[src/rtl/pipe_hazard_ctrl.sv]
`timescale 1ns/1ps
`default_nettype none
// ============================================================================
// Module      : pipe_hazard_ctrl
// Description : Hazard controller for a five-stage in-order pipeline.
//               Detects load-use and RAW hazards, selects EX operand
//               forwarding, inserts branch bubbles and freezes the pipe
//               while the data memory is busy (with a sticky timeout).
// Revision    : 1.0 - initial release
// ============================================================================
module pipe_hazard_ctrl #(
    parameter int RA_W         = 5,
    parameter int BR_STALL_CYC = 2,
    parameter int FWD_EN       = 1,
    parameter int MEM_TO_MAX   = 15,
    parameter int CNT_W        = 16
) (
    input  logic             clk,
    input  logic             rst,
    input  logic             id_vld,
    input  logic [RA_W-1:0]  id_rs1,
    input  logic [RA_W-1:0]  id_rs2,
    input  logic             id_use_rs1,
    input  logic             id_use_rs2,
    input  logic             id_is_br,
    input  logic             ex_vld,
    input  logic [RA_W-1:0]  ex_rs1,
    input  logic [RA_W-1:0]  ex_rs2,
    input  logic [RA_W-1:0]  ex_rd,
    input  logic             ex_is_load,
    input  logic             mem_vld,
    input  logic [RA_W-1:0]  mem_rd,
    input  logic             wb_vld,
    input  logic [RA_W-1:0]  wb_rd,
    input  logic             mem_req,
    input  logic             mem_ack,
    output logic             if_id_en,
    output logic             id_ex_en,
    output logic             ex_mem_en,
    output logic             mem_wb_en,
    output logic             id_ex_flush,
    output logic             br_stall,
    output logic [1:0]       fwd_a_sel,
    output logic [1:0]       fwd_b_sel,
    output logic             mem_timeout,
    output logic [CNT_W-1:0] stall_cnt
);

    // FSM encoding
    localparam logic [1:0] c_st_run      = 2'd0;
    localparam logic [1:0] c_st_br_wait  = 2'd1;
    localparam logic [1:0] c_st_mem_wait = 2'd2;

    localparam logic [2:0] c_br_cyc  = 3'(BR_STALL_CYC);
    localparam logic [7:0] c_to_max  = 8'(MEM_TO_MAX);

    // A producer only matches a consumer when valid and not targeting x0
    function automatic logic f_match(input logic [RA_W-1:0] a,
                                     input logic [RA_W-1:0] b,
                                     input logic            vld);
        return vld && (a == b) && (b != '0);
    endfunction

    logic [1:0]       r_state;
    logic [1:0]       r_saved_state;
    logic [2:0]       r_br_cnt;
    logic [2:0]       r_saved_cnt;
    logic [7:0]       r_wait_cnt;
    logic             r_timeout;
    logic [CNT_W-1:0] r_stall_cnt;

    logic [1:0]       w_state_nxt;
    logic [1:0]       w_saved_state_nxt;
    logic [2:0]       w_br_cnt_nxt;
    logic [2:0]       w_saved_cnt_nxt;
    logic [7:0]       w_wait_cnt_nxt;
    logic             w_to_set;

    logic             w_if_id_en;
    logic             w_id_ex_en;
    logic             w_ex_mem_en;
    logic             w_mem_wb_en;
    logic             w_flush;
    logic             w_br_stall;
    logic             w_any_stall;

    logic             w_load_use;
    logic             w_hazard;
    logic             w_mem_stall;
    logic [1:0]       w_fwd_a;
    logic [1:0]       w_fwd_b;

    assign w_load_use = id_vld && ex_vld && ex_is_load &&
                        ((id_use_rs1 && f_match(id_rs1, ex_rd, 1'b1)) ||
                         (id_use_rs2 && f_match(id_rs2, ex_rd, 1'b1)));

    // A request that is answered in the same cycle costs nothing
    assign w_mem_stall = mem_req && !mem_ack;

    generate
        if (FWD_EN != 0) begin : g_fwd
            // Forwarding covers all RAW cases except a load still in EX
            assign w_hazard = w_load_use;
            assign w_fwd_a  = f_match(ex_rs1, mem_rd, mem_vld) ? 2'b01 :
                              f_match(ex_rs1, wb_rd,  wb_vld)  ? 2'b10 : 2'b00;
            assign w_fwd_b  = f_match(ex_rs2, mem_rd, mem_vld) ? 2'b01 :
                              f_match(ex_rs2, wb_rd,  wb_vld)  ? 2'b10 : 2'b00;
        end else begin : g_no_fwd
            // Without bypass paths any in-flight producer blocks ID
            logic w_raw1;
            logic w_raw2;
            assign w_raw1 = id_use_rs1 && (f_match(id_rs1, ex_rd,  ex_vld)  ||
                                           f_match(id_rs1, mem_rd, mem_vld) ||
                                           f_match(id_rs1, wb_rd,  wb_vld));
            assign w_raw2 = id_use_rs2 && (f_match(id_rs2, ex_rd,  ex_vld)  ||
                                           f_match(id_rs2, mem_rd, mem_vld) ||
                                           f_match(id_rs2, wb_rd,  wb_vld));
            assign w_hazard = w_load_use || (id_vld && (w_raw1 || w_raw2));
            assign w_fwd_a  = 2'b00;
            assign w_fwd_b  = 2'b00;
        end
    endgenerate

    // Next-state and stage-control decode; memory stall outranks everything
    always_comb begin
        w_if_id_en        = 1'b1;
        w_id_ex_en        = 1'b1;
        w_ex_mem_en       = 1'b1;
        w_mem_wb_en       = 1'b1;
        w_flush           = 1'b0;
        w_br_stall        = 1'b0;
        w_state_nxt       = r_state;
        w_saved_state_nxt = r_saved_state;
        w_br_cnt_nxt      = r_br_cnt;
        w_saved_cnt_nxt   = r_saved_cnt;
        w_wait_cnt_nxt    = r_wait_cnt;
        w_to_set          = 1'b0;

        case (r_state)
            c_st_run, c_st_br_wait: begin
                if (w_mem_stall) begin
                    // Freeze; the request cycle is the first wait cycle
                    w_if_id_en        = 1'b0;
                    w_id_ex_en        = 1'b0;
                    w_ex_mem_en       = 1'b0;
                    w_mem_wb_en       = 1'b0;
                    w_state_nxt       = c_st_mem_wait;
                    w_saved_state_nxt = r_state;
                    w_saved_cnt_nxt   = r_br_cnt;
                    w_wait_cnt_nxt    = 8'd1;
                    w_to_set          = (c_to_max == 8'd1);
                end else if (r_state == c_st_run) begin
                    if (w_hazard) begin
                        // Hold IF/ID and PC, inject a bubble into EX
                        w_if_id_en = 1'b0;
                        w_br_stall = 1'b1;
                        w_flush    = 1'b1;
                    end else if (id_vld && id_is_br) begin
                        w_state_nxt  = c_st_br_wait;
                        w_br_cnt_nxt = c_br_cyc;
                    end
                end else begin
                    // Branch shadow: fetch bubbles until resolution
                    w_br_stall = 1'b1;
                    if (r_br_cnt <= 3'd1) begin
                        w_state_nxt  = c_st_run;
                        w_br_cnt_nxt = 3'd0;
                    end else begin
                        w_br_cnt_nxt = r_br_cnt - 3'd1;
                    end
                end
            end
            c_st_mem_wait: begin
                if (mem_ack || (r_wait_cnt >= c_to_max)) begin
                    // Ack (or expired wait) releases the pipe this cycle
                    w_state_nxt    = r_saved_state;
                    w_br_cnt_nxt   = r_saved_cnt;
                    w_wait_cnt_nxt = 8'd0;
                end else begin
                    w_if_id_en     = 1'b0;
                    w_id_ex_en     = 1'b0;
                    w_ex_mem_en    = 1'b0;
                    w_mem_wb_en    = 1'b0;
                    w_wait_cnt_nxt = r_wait_cnt + 8'd1;
                    w_to_set       = ((r_wait_cnt + 8'd1) == c_to_max);
                end
            end
            default: begin
                w_state_nxt = c_st_run;
            end
        endcase
    end

    assign w_any_stall = !(w_if_id_en && w_id_ex_en && w_ex_mem_en && w_mem_wb_en)
                         || w_br_stall;

    // FSM state, branch/wait counters and saved context
    always_ff @(posedge clk or posedge rst) begin
        if (rst) begin
            r_state       <= c_st_run;
            r_saved_state <= c_st_run;
            r_br_cnt      <= 3'd0;
            r_saved_cnt   <= 3'd0;
            r_wait_cnt    <= 8'd0;
        end else begin
            r_state       <= w_state_nxt;
            r_saved_state <= w_saved_state_nxt;
            r_br_cnt      <= w_br_cnt_nxt;
            r_saved_cnt   <= w_saved_cnt_nxt;
            r_wait_cnt    <= w_wait_cnt_nxt;
        end
    end

    // Sticky timeout flag and saturating stalled-cycle counter
    always_ff @(posedge clk or posedge rst) begin
        if (rst) begin
            r_timeout   <= 1'b0;
            r_stall_cnt <= '0;
        end else begin
            if (w_to_set) begin
                r_timeout <= 1'b1;
            end
            if (w_any_stall && (r_stall_cnt != '1)) begin
                r_stall_cnt <= r_stall_cnt + CNT_W'(1);
            end
        end
    end

    // Reset forces every control output low without waiting for a clock
    assign if_id_en    = !rst && w_if_id_en;
    assign id_ex_en    = !rst && w_id_ex_en;
    assign ex_mem_en   = !rst && w_ex_mem_en;
    assign mem_wb_en   = !rst && w_mem_wb_en;
    assign id_ex_flush = !rst && w_flush;
    assign br_stall    = !rst && w_br_stall;
    assign fwd_a_sel   = rst ? 2'b00 : w_fwd_a;
    assign fwd_b_sel   = rst ? 2'b00 : w_fwd_b;
    assign mem_timeout = r_timeout;
    assign stall_cnt   = r_stall_cnt;

endmodule
`default_nettype wire
[config.mk]
export PLATFORM = sky130hd
export DESIGN_NAME = pipe_hazard_ctrl
export DESIGN_NICKNAME = d
export VERILOG_FILES = /design/src/rtl/pipe_hazard_ctrl.sv
export SDC_FILE = /design/constraint.sdc
export NUM_CORES = 1
export LEC_CHECK = 0
export ABC_AREA = 1
export ABC_CLOCK_PERIOD_IN_PS = 2400
export CAP_MARGIN = 20
export CORE_MARGIN = 8
export CORE_UTILIZATION = 30
export DETAILED_ROUTE_END_ITERATION = 7
export MAX_ROUTING_LAYER = met4
export PLACE_DENSITY_LB_ADDON = 0.15
export SYNTH_ARGS = -nofsm -noshare
export SYNTH_HDL_FRONTEND = slang
export SYNTH_SLANG_ARGS = --single-unit
[constraint.sdc]
create_clock -name clk -period 2.4 [get_ports clk]
set_input_delay 0.48 -clock clk [delete_from_list [all_inputs] [get_ports clk]]
set_output_delay 0.48 -clock clk [all_outputs]
set_load 0.005 [all_outputs]
# Word-level counts from Yosys, hierarchy flattened
# Cells that the tools add are included.
# classes
n_addsub,3
magnitude_cmp,2
eq_ne,18
mux,39
reduce_logical,41
# op_table
op,n
== test 5 bit,6
logical AND 1 bit,25
two-way mux 2 bit,12
two-way mux 3 bit,6
adder 16 x 1 -> 16 bit (second input constant),1
two-way mux 8 bit,2
!= test 16 bit (second input constant),1
one-hot mux 8 bit (2 select lines),1
nonzero test 5 bit,3
two-way mux 1 bit,14
!= test 4 bit (second input constant),3
adder 8 x 1 -> 8 bit (second input constant),1
== test 8 x 4 -> 1 bit (second input constant),1
>= comparator 8 x 4 -> 1 bit (second input constant),1
!= test 2 bit (second input constant),3
!= test 3 bit (second input constant),2
one-hot mux 3 bit (2 select lines),1
AND reduction 5 bit,1
one-hot mux 1 bit (2 select lines),2
one-hot mux 2 bit (2 select lines),1
AND reduction 2 bit,2
AND reduction 4 bit,1
<= comparator 3 x 1 -> 1 bit (second input constant),1
logical NOT 1 bit,3
7 further kinds,9
# word_totals
regBits,35
wordCells,110

# Longest topological paths before layout
# Gate-level depths: netlist (run 1).
# depth
word_depth,15
ltp_mapped,14
ltp_nobuf,13

# Worst setup path before layout (run 1)
# OpenSTA, ideal clock, no wires.
# synth_timing
path_kind,input to output
from,in rst
to,out fwd_a_sel[1]
arrival_time_ns,1.936
path_slack_ns,-0.016
cell_stages,7
n_path_buf,0
cell_sequence,inv_1 nand2_1 a21oi_1 nand2_1 nor3_1 nand3_1 a31oi_1
# synth_via
elab_chain_len,1
# synth_rtl
element,line_no,text
start: declaration,19,"input logic rst,"
two-way mux 2 bit,236,assign fwd_a_sel = rst ? 2'b00 : w_fwd_a;
end: declaration,43,"output logic [1:0] fwd_a_sel,"
# No other way between the ends.

# Final worst setup path (run 1)
# layout_timing
from,in ex_rs1[2]
to,out fwd_a_sel[1]
# layout_via
elab_chain_len,6
elab_cells_between_ends,9
# layout_rtl
element,line_no,text
start: declaration,27,"input logic [RA_W-1:0] ex_rs1,"
== test 5 bit,61,return vld && (a == b) && (b != '0);
logical AND 1 bit (2 in a row),61,
two-way mux 2 bit,105,"f_match(ex_rs1, wb_rd, wb_vld) ? 2'b10 : 2'b00;"
two-way mux 2 bit *,104,"assign w_fwd_a = f_match(ex_rs1, mem_rd, mem_vld) ? 2'b01 :"
two-way mux 2 bit *,236,
# Mark *: on every way between the ends. The rest lies on a longest branch, timed or not.

==> results.cfg, run 1 <==
[outcome]
status = finished, final reports clean

[synth]
async_reset_ff_share_pct = 100.0
synth-edff-count = 0
muxShareOfSynthArea_pct = 0
avgSynthCellArea_um2 = 7.162
synth_fa_ha_area_share_pct = 2.387
ys_ff_latch = 35
synthCells = 366
synth_cell_types = 37
synth_compound_area_share_pct = 7.733
ys_warn_count = 0
synth_top_family_by_area = simple AND/OR/NAND/NOR gates
ys.flop_type = dfrtp_1
synthSimpleGateAreaFrac_pct = 38.09
synth_nets = 418
syn_area_mm2 = 0.002621
synth_xor_area_share_pct = 9.021
yosysSeqAreaShare_pct = 33.41

[drt]
drt-total-wl_um = 7691
met3_length_um = 360
met2_length_um = 3727
wl_met1_um = 3503
ant_nets = 0
drtIter0Drc = 113
first_pass_iters = 4
highest_layer = met4
routedWlPerCell_um = 13.10
drc = 0
drt-vias-per-instance = 4.620
via_count = 2712

[place]
place_area_mm2 = 0.003686
place_hpwl_um = 5858
gp_congestion = 0.8548
io_buffers = 73

[setup_path]
r2r_setup_slack_ns = 0.58
crit_fanout = 2
critical_path.endpoint_type = output pin
cp.required_ns = 1.92
crit_cells = 7
setup.worst_path.end = fwd_a_sel[1]
critPathMaxStageDelay_ns = 0.53
timing.critical_path.from = ex_rs1[2]
cp_data_arrival_time_ns = 1.83
crit_slowest_cell = clkdlybuf4s50_1
cp_num_buf_inv = 2
startpoint_type = input port
path_class = input port to output pin
crit_chain = clkdlybuf4s50_1 > xnor2_1 > nand2_1 > nor3_2 > nand3_1 > a31oi_1 > clkdlybuf4s15_2
worst_r2r_path_depth = 13
r2r-end = stall_cnt[12]
cp_top_family = buffers and inverters
r2r-start = r_wait_cnt[0]

[die]
die-area_mm2 = 0.01198
coreArea_mm2 = 0.008593
ios = 74
fp.dieH_um = 109.5
fp-row-count = 34
die_w_um = 109.5
start_util_pct = 30.50

[final_layout]
final_cell_area_mm2 = 0.003920
utilization_pct = 45.62
fin_nets = 529
area_growth_pct = 49.55
final_layout_size_suffix_gt1_share_pct = 21.76

[timing]
finalSetupViolCount = 0
tightest_slew_ns = 0.4513
min_period_ns = 2.307
fin_crit_sh_pct = 96.15
fin_skew_ns = 0.01098
hold_viol = 0
setup_tns_ns = 0
fmax_ghz = 0.4334
drv_slew = 0
slew_headroom_pct = 69.59

[clocking]
cts.path.max_buffers = 2
cts_hold_buf = 0
cts_tree = yes
clock_sinks = 35
cts_max_level = 2
path_clk_slew_ns = 0.08
root_buffer = clkbuf_8
numCtsBuffers = 5
clock_latency_ns = 0.30

[global_routing]
antenna_found_initial = 0
grt_max_degree = 36
overflow = 0
grt_pass1_wl_um = 12480
first_global_vias = 2669
grt_usage_pct = 13.16

[power]
ir_drop_mv = 0.4421
p_per_area_mw_per_mm2 = 663.8
power.leakage_nw = 2.004

[job]
max_cap_viol_count = 0

[min_path]
hold_class = input port to async pin
==> per-layer routing <==
layer | vias up | global-route usage [%]
li1 | 1395 | -
met1 | 1249 | 15.91
met2 | 59 | 22.18
met3 | 9 | 2.286
met4 | 0 | 3.279
met5 | - | -
==> cell type report <==
| type | count | area [um^2] |
|---|---|---|
| Antenna cell | 1 | 2.502 |
| Clock buffer | 5 | 68.82 |
| Timing Repair Buffer | 110 | 1007 |
| Inverter | 52 | 198.9 |
| Tap cell | 108 | 135.1 |
| Clock inverter | 3 | 67.56 |
| Multi-Input combinational cell | 273 | 1564 |
| Sequential cell | 35 | 875.8 |
| Fill cell | 878 | 4673 |
==> worst min path at each step <==
| stage | endpoint | depth (start not counted) | slack [ns] | startpoint |
|---|---|---|---|---|
| final | r_saved_cnt[2] | 3 | 0.38 | rst |
| after detailed placement | mem_timeout | 1 | 0.46 | mem_timeout |
| after global placement | mem_timeout | 1 | 0.45 | mem_timeout |
| after floorplan | mem_timeout | 1 | 0.43 | rst |
| after global routing | r_saved_cnt[2] | 3 | 0.44 | rst |
| after CTS | mem_timeout | 1 | 0.48 | mem_timeout |
==> logic make-up after synthesis <==
family	count (synthesis)
AOI/OAI and AO/OA	33
xor gates and xnor gates	27
and+or+nand+nor	208
adders and majority gates	5
DFF	35
buffers and inverters	58
==> where the power goes <==
group | internal [mW] | switching (mW)
Combinational | 0.506 | 0.602
Clock | 0.415 | 0.239
Sequential | 0.709 | 0.133
==> cell usage in the layout, fill, tap and decap left out, types with 4 or more instances in the layout <==
cell type	count
nand2_1	90
inv_1	45
clkdlybuf4s50_1	45
dfrtp_1	35
buf_4	35
nand3_1	31
nor2_1	30
nand2_2	25
o21ai_0	15
xor2_1	14
xnor2_1	13
dlygate4sd2_1	13
dlymetal6s2s_1	9
nand4_1	8
inv_2	6
a21oi_1	5
ha_1	5
clkbuf_8	5
nor3_1	4
==> worst reg2reg max path, stage by stage (launching register included) <==
cell and delay, ns:
dfrtp_1 0.40, ha_1 0.23, nand3_1 0.14, nand2_2 0.10
nor2_2 0.12, nand2_2 0.07, nand2_2 0.10, buf_4 0.12
inv_2 0.05, nand2_8 0.08, buf_12 0.14, nand2_1 0.06
nand2_1 0.06, nand2_1 0.04
==> state kept, by name, indices dropped and copies added (netlist names) <==
name           cells
r_saved_state      2
r_saved_cnt        3
stall_cnt         16
r_wait_cnt         8
r_br_cnt           3
r_state            2
mem_timeout        1
==> per-stage QoR <==
step / setup WS, ns / power [mW] / hold slack (ns) / std cells
CTS: -0.09787 / 2.633 / 0.4788 / 582
detailed placement: -0.4579 / 1.948 / 0.4599 / 572
finish: 0.09251 / 2.602 / 0.3810 / 587
global placement: -0.4002 / 1.926 / 0.4541 / 572
floorplan: 0.3868 / 1.507 / 0.4312 / 366
global route: -0.01530 / 2.797 / 0.4388 / 586
==> synth_stat cells, drive strengths merged, types with 2 or more instances <==
| cell | number | share of area [%] |
|---|---|---|
| xnor2 | 13 | 4.3 |
| nand4 | 8 | 1.9 |
| nor2 | 36 | 5.9 |
| inv | 52 | 7.4 |
| a21oi | 6 | 1.1 |
| xor2 | 14 | 4.7 |
| buf | 5 | 1.8 |
| nor4 | 4 | 0.95 |
| a31oi | 2 | 0.48 |
| dfrtp | 35 | 33 |
| nor3 | 6 | 1.1 |
| a32o | 2 | 0.76 |
| a211oi | 2 | 0.57 |
| o21ai | 15 | 2.9 |
| nand3 | 33 | 6.5 |
| ha | 5 | 2.4 |
| nand2 | 118 | 20 |
==> repair_timing <==
item	in CTS	in global routing
pin swaps	6	10
buffers inserted	2	4
endpoints found under the setup margin	10	7
gates resized for setup	38	21
(Power assumes the default switching activity.)
==> run 2: changes to the inputs <==
RECOVER_POWER = 100   (was default)
==> results.cfg, run 2 (synthesized netlist as in run 1, its figures left out) <==
[outcome]
status = finished, final reports clean

[global_routing]
grt_max_degree = 36
antenna_found_initial = 0
first_global_vias = 2669
grt_usage_pct = 13.16
grt_pass1_wl_um = 12480
overflow = 0

[clocking]
numCtsBuffers = 5
cts_tree = yes
cts_hold_buf = 0
clock_sinks = 35
path_clk_slew_ns = 0.08
clock_latency_ns = 0.30
cts.path.max_buffers = 2
cts_max_level = 2
root_buffer = clkbuf_8

[final_layout]
final_cells = 587
seqCellArea_um2 = 875.8
layout_common_cells = nand2_1, inv_1, dfrtp_1
largest_reg_flops = 16
utilization_pct = 45.01
fillers = 891
multi_input_area_mm2 = 0.001541
area_growth_pct = 47.54
final_layout_size_suffix_gt1_share_pct = 20.08
final_common_cell = nand2_1
fin_nets = 529

[timing]
drv_slew = 0
hold_viol = 0
fin_skew_ns = 0.008272
fin_ws_ns = 0.05776
slew_headroom_pct = 41.61
fin_crit_sh_pct = 97.59
setup_tns_ns = 0
min_period_ns = 2.342
tightest_slew_ns = 0.8759
finalSetupViolCount = 0
fmax_ghz = 0.4269

[die]
ios = 74
fp.dieH_um = 109.5
coreArea_mm2 = 0.008593
die_w_um = 109.5
start_util_pct = 30.50
die-area_mm2 = 0.01198
fp-row-count = 34

[power]
ir_drop_mv = 0.4103
p_sw_uw = 954.2
intPower_mw = 1.572
p_per_area_mw_per_mm2 = 653.3
p_comb_share_pct = 41.1
power_frac_clock_pct = 25.8
switching_share_pct = 37.77
power.leakage_nw = 2.024
seqPwrFrac_pct = 33.2
finalPower_mw = 2.527

[drt]
via_count = 2697
first_pass_iters = 4
drt-vias-per-instance = 4.595
drtIter0Drc = 86
ant_nets = 0
routedWlPerCell_um = 13.04
drt-total-wl_um = 7657
drc = 0

[min_path]
hold_class = flip-flop to flip-flop
min_to = mem_timeout
hold_start = mem_timeout
holdPathStages = 1

[setup_path]
worst_r2r_path_depth = 13
r2r_setup_slack_ns = 0.34
startpoint_type = input port
path_class = input port to output pin
cp.required_ns = 1.92
crit_fanout = 4
cp_data_arrival_time_ns = 1.86
r2r-start = r_wait_cnt[0]
r2r-end = stall_cnt[12]
critical_path.endpoint_type = output pin

[place]
dp_slack_ns = -0.4579
gp_congestion = 0.8548
io_buffers = 73
place_hpwl_um = 5858
dp_cells = 572

[job]
max_cap_viol_count = 0
## run 2: cell count changes in the layout (fill, tap and decap cells not counted), sizes merged
cell,delta
clkdlybuf4s50,-17
dlygate4sd3,+17
buf,-6
dlymetal6s2s,-1
clkbuf,+6
clkdlybuf4s25,+1
## run 2: area by class of cell
type	count	share of cell area, %
multi-input cells	273	39.86
repair buffers	110	25.27
flip-flops and latches	35	22.65
inverters	52	5.144
well taps	108	3.494
clock buffers	5	1.779
clock inverters	3	1.747
diodes	1	0.06470
## run 2: timing repair
action,4_1_cts,5_1_grt
pin swaps,6,10
setup buffers,2,4
endpoints found under the setup margin,10,7
resized for setup,38,21
## run 2: metrics by stage
stage / instance area [um^2] / hold WS [ns]
finish: 3867 / 0.4648
CTS: 3866 / 0.4788
floorplan: 2625 / 0.4312
global route: 3865 / 0.4862
global placement: 3686 / 0.4541
detailed placement: 3686 / 0.4599
## run 2: power groups by stage
| stage | clock network, mW | registers, mW | logic, mW |
|---|---|---|---|
| 4_1_cts | 0.671 | 0.840 | 1.12 |
| 3_3_place_gp | 0 | 0.848 | 1.08 |
| 2_1_floorplan | 0 | 0.824 | 0.683 |
| 5_1_grt | 0.690 | 0.856 | 1.18 |
| 3_5_place_dp | 0 | 0.852 | 1.10 |
| 6_report | 0.651 | 0.838 | 1.04 |
## run 2: per-layer routing
metal	GRT usage (%)	vias to the layer above	share of wire, %
li1	-	1396	-
met1	15.91	1234	45
met2	22.18	58	49
met3	2.286	9	4.8
met4	3.279	0	1.4
met5	-	-	0
## run 2: worst max path at each step
| stage | start | endpoint | slack, ns |
|---|---|---|---|
| global placement | mem_rd[0] | fwd_b_sel[1] | -0.40 |
| global route | mem_rd[3] | fwd_b_sel[0] | -0.03 |
| floorplan | rst | fwd_a_sel[1] | 0.39 |
| CTS | mem_rd[0] | fwd_b_sel[1] | -0.1 |
| finish | mem_rd[3] | fwd_b_sel[0] | 0.06 |
| detailed placement | mem_rd[0] | fwd_b_sel[1] | -0.46 |
## run 2: critical path, cell delays in order
cell and delay (ns):
dlygate4sd2_1 0.33, inv_1 0.09, nand2_1 0.06, nand3_1 0.07, nor3_1 0.19, nand4_1 0.16, buf_4 0.17, buf_4 0.12
nor2_1 0.07, buf_2 0.12
==> run 3: changes to the inputs <==
--- a/constraint.sdc
+++ b/constraint.sdc
@@ -3,2 +3,2 @@
 set_output_delay 0.48 -clock clk [all_outputs]
-set_load 0.005 [all_outputs]
+set_load 0.1 [all_outputs]
==> results.cfg, run 3 (synthesized netlist as in run 1, its figures left out) <==
[outcome]
status = finished, final reports clean

[final_layout]
final_layout_size_suffix_gt1_share_pct = 25.05
final_cell_area_mm2 = 0.003857
area_growth_pct = 47.16
largest_reg_flops = 16
layout_common_cells = nand2_1, inv_1, dfrtp_1
fin_nets = 527
final_common_cell = nand2_1
utilization_pct = 44.89
insertedDiodeCount = 0

[timing]
setup_tns_ns = 0
fin_skew_ns = 0.007824
slew_headroom_pct = 21.91
finalSetupViolCount = 0
fin_crit_sh_pct = 97.27
tightest_slew_ns = 1.176
drv_slew = 0
fmax_ghz = 0.4284
hold_viol = 0
min_period_ns = 2.334

[min_path]
hold_start = r_saved_state[1]
hold_class = flip-flop to flip-flop

[global_routing]
grt_pass1_wl_um = 12590
grt-busiest-layer = met2
grt_use_met2_pct = 21.06
antenna_found_initial = 0
globalRouteMet3Util_pct = 2.227
grt_max_degree = 36
first_global_vias = 2649
grt_usage_pct = 13.25
grt_use_met1_pct = 17.08
overflow = 0

[setup_path]
path_common_cell = buf_4
crit_chain = clkdlybuf4s15_1 > buf_4 > nand2_1 > nand3_1 > nor3_2 > nand4_1 > buf_4 > nor2_4 > buf_12
cp.required_ns = 1.92
cp_top_family = buffers and inverters
cp_data_arrival_time_ns = 1.85
crit_slowest_cell = clkdlybuf4s15_1
critPathMaxStageDelay_ns = 0.26
cp_num_buf_inv = 4
timing.critical_path.from = mem_rd[3]
critical_path.endpoint_type = output pin
crit_fanout = 3
startpoint_type = input port
r2r-start = r_wait_cnt[0]
path_class = input port to output pin

[place]
place_hpwl_um = 5977
place_area_mm2 = 0.003735
io_buffers = 73
gp_congestion = 0.8276

[clocking]
cts_hold_buf = 0
path_clk_slew_ns = 0.07
numCtsBuffers = 5
clock_sinks = 35
clock_latency_ns = 0.29
cts_max_level = 2
cts.path.max_buffers = 2
cts_tree = yes
root_buffer = clkbuf_8

[drt]
first_pass_iters = 6
via_count = 2701
drt-total-wl_um = 7747
drt-vias-per-instance = 4.633
drtIter0Drc = 110
ant_nets = 0
routedWlPerCell_um = 13.29
drc = 0

[die]
start_util_pct = 30.50
die_w_um = 109.5
fp-row-count = 34
coreArea_mm2 = 0.008593
ios = 74
fp.dieH_um = 109.5
die-area_mm2 = 0.01198

[power]
ir_drop_mv = 0.5694
p_per_area_mw_per_mm2 = 701.3
power.leakage_nw = 2.050

[job]
max_cap_viol_count = 0
run 3: metal layers:
layer	part of all wire (%)	wire length (um)
met3	4.9	381
met5	0	0
met2	46	3595
met1	47	3649
met4	1.6	121
run 3: final timing paths:
kind / endpoint / slack (ns) / cells after the start
worst min-delay path: r_saved_state[1] / 0.48 / 2
max in group asynchronous: stall_cnt[8] / 1.17 / 3
min in group asynchronous: r_br_cnt[0] / 0.67 / 3
worst max-delay path: fwd_b_sel[0] / 0.07 / 9
worst min register to register: r_saved_state[1] / 0.48 / 2
worst max register to register: stall_cnt[13] / 0.23 / 12
run 3: per-stage QoR:
| step | total power, mW | instances | hold WS, ns | worst slack (ns) |
|---|---|---|---|---|
| after floorplan | 1.926 | 366 | 0.4312 | -0.1055 |
| final | 2.705 | 583 | 0.4761 | 0.06552 |
| after detailed placement | 2.369 | 566 | 0.4570 | -0.2276 |
| after CTS | 2.824 | 580 | 0.4755 | 0.001201 |
| after global routing | 2.896 | 583 | 0.5106 | -0.05417 |
| after global placement | 2.352 | 566 | 0.4577 | -0.2242 |
run 3: layout make-up:
cell class              instances  area, um^2
fillers                       898        4736
multi-input cells             273        1589
repair buffers                108       970.9
flip-flops and latches         35       875.8
inverters                      52       198.9
well taps                     108       135.1
clock buffers                   6       82.58
clock inverters                 1       5.005
run 3: timing repair:
action,4_1_cts,5_1_grt
pin swaps,8,18
setup endpoints to repair,7,12
resized for setup,25,27
endpoints found under the hold margin,0,0
setup buffers,7,3
run 3: worst reg2reg max path: stages, from the launching register on:
cell and delay, ns:
dfrtp_1 0.41, ha_1 0.23, nand3_1 0.12, nand2_1 0.09
nor2_2 0.17, nand2_2 0.07, nand2_1 0.14, clkbuf_4 0.16
inv_1 0.04, nand2_2 0.17, nand2_2 0.26, nand2_1 0.15
nand2_2 0.05
run 3: report_power, final:
part | internal, mW | switching, mW | leakage [nW]
Combinational | 0.443 | 0.999 | 1.53
Sequential | 0.709 | 0.122 | 0.469
Clock | 0.225 | 0.207 | 0.0470
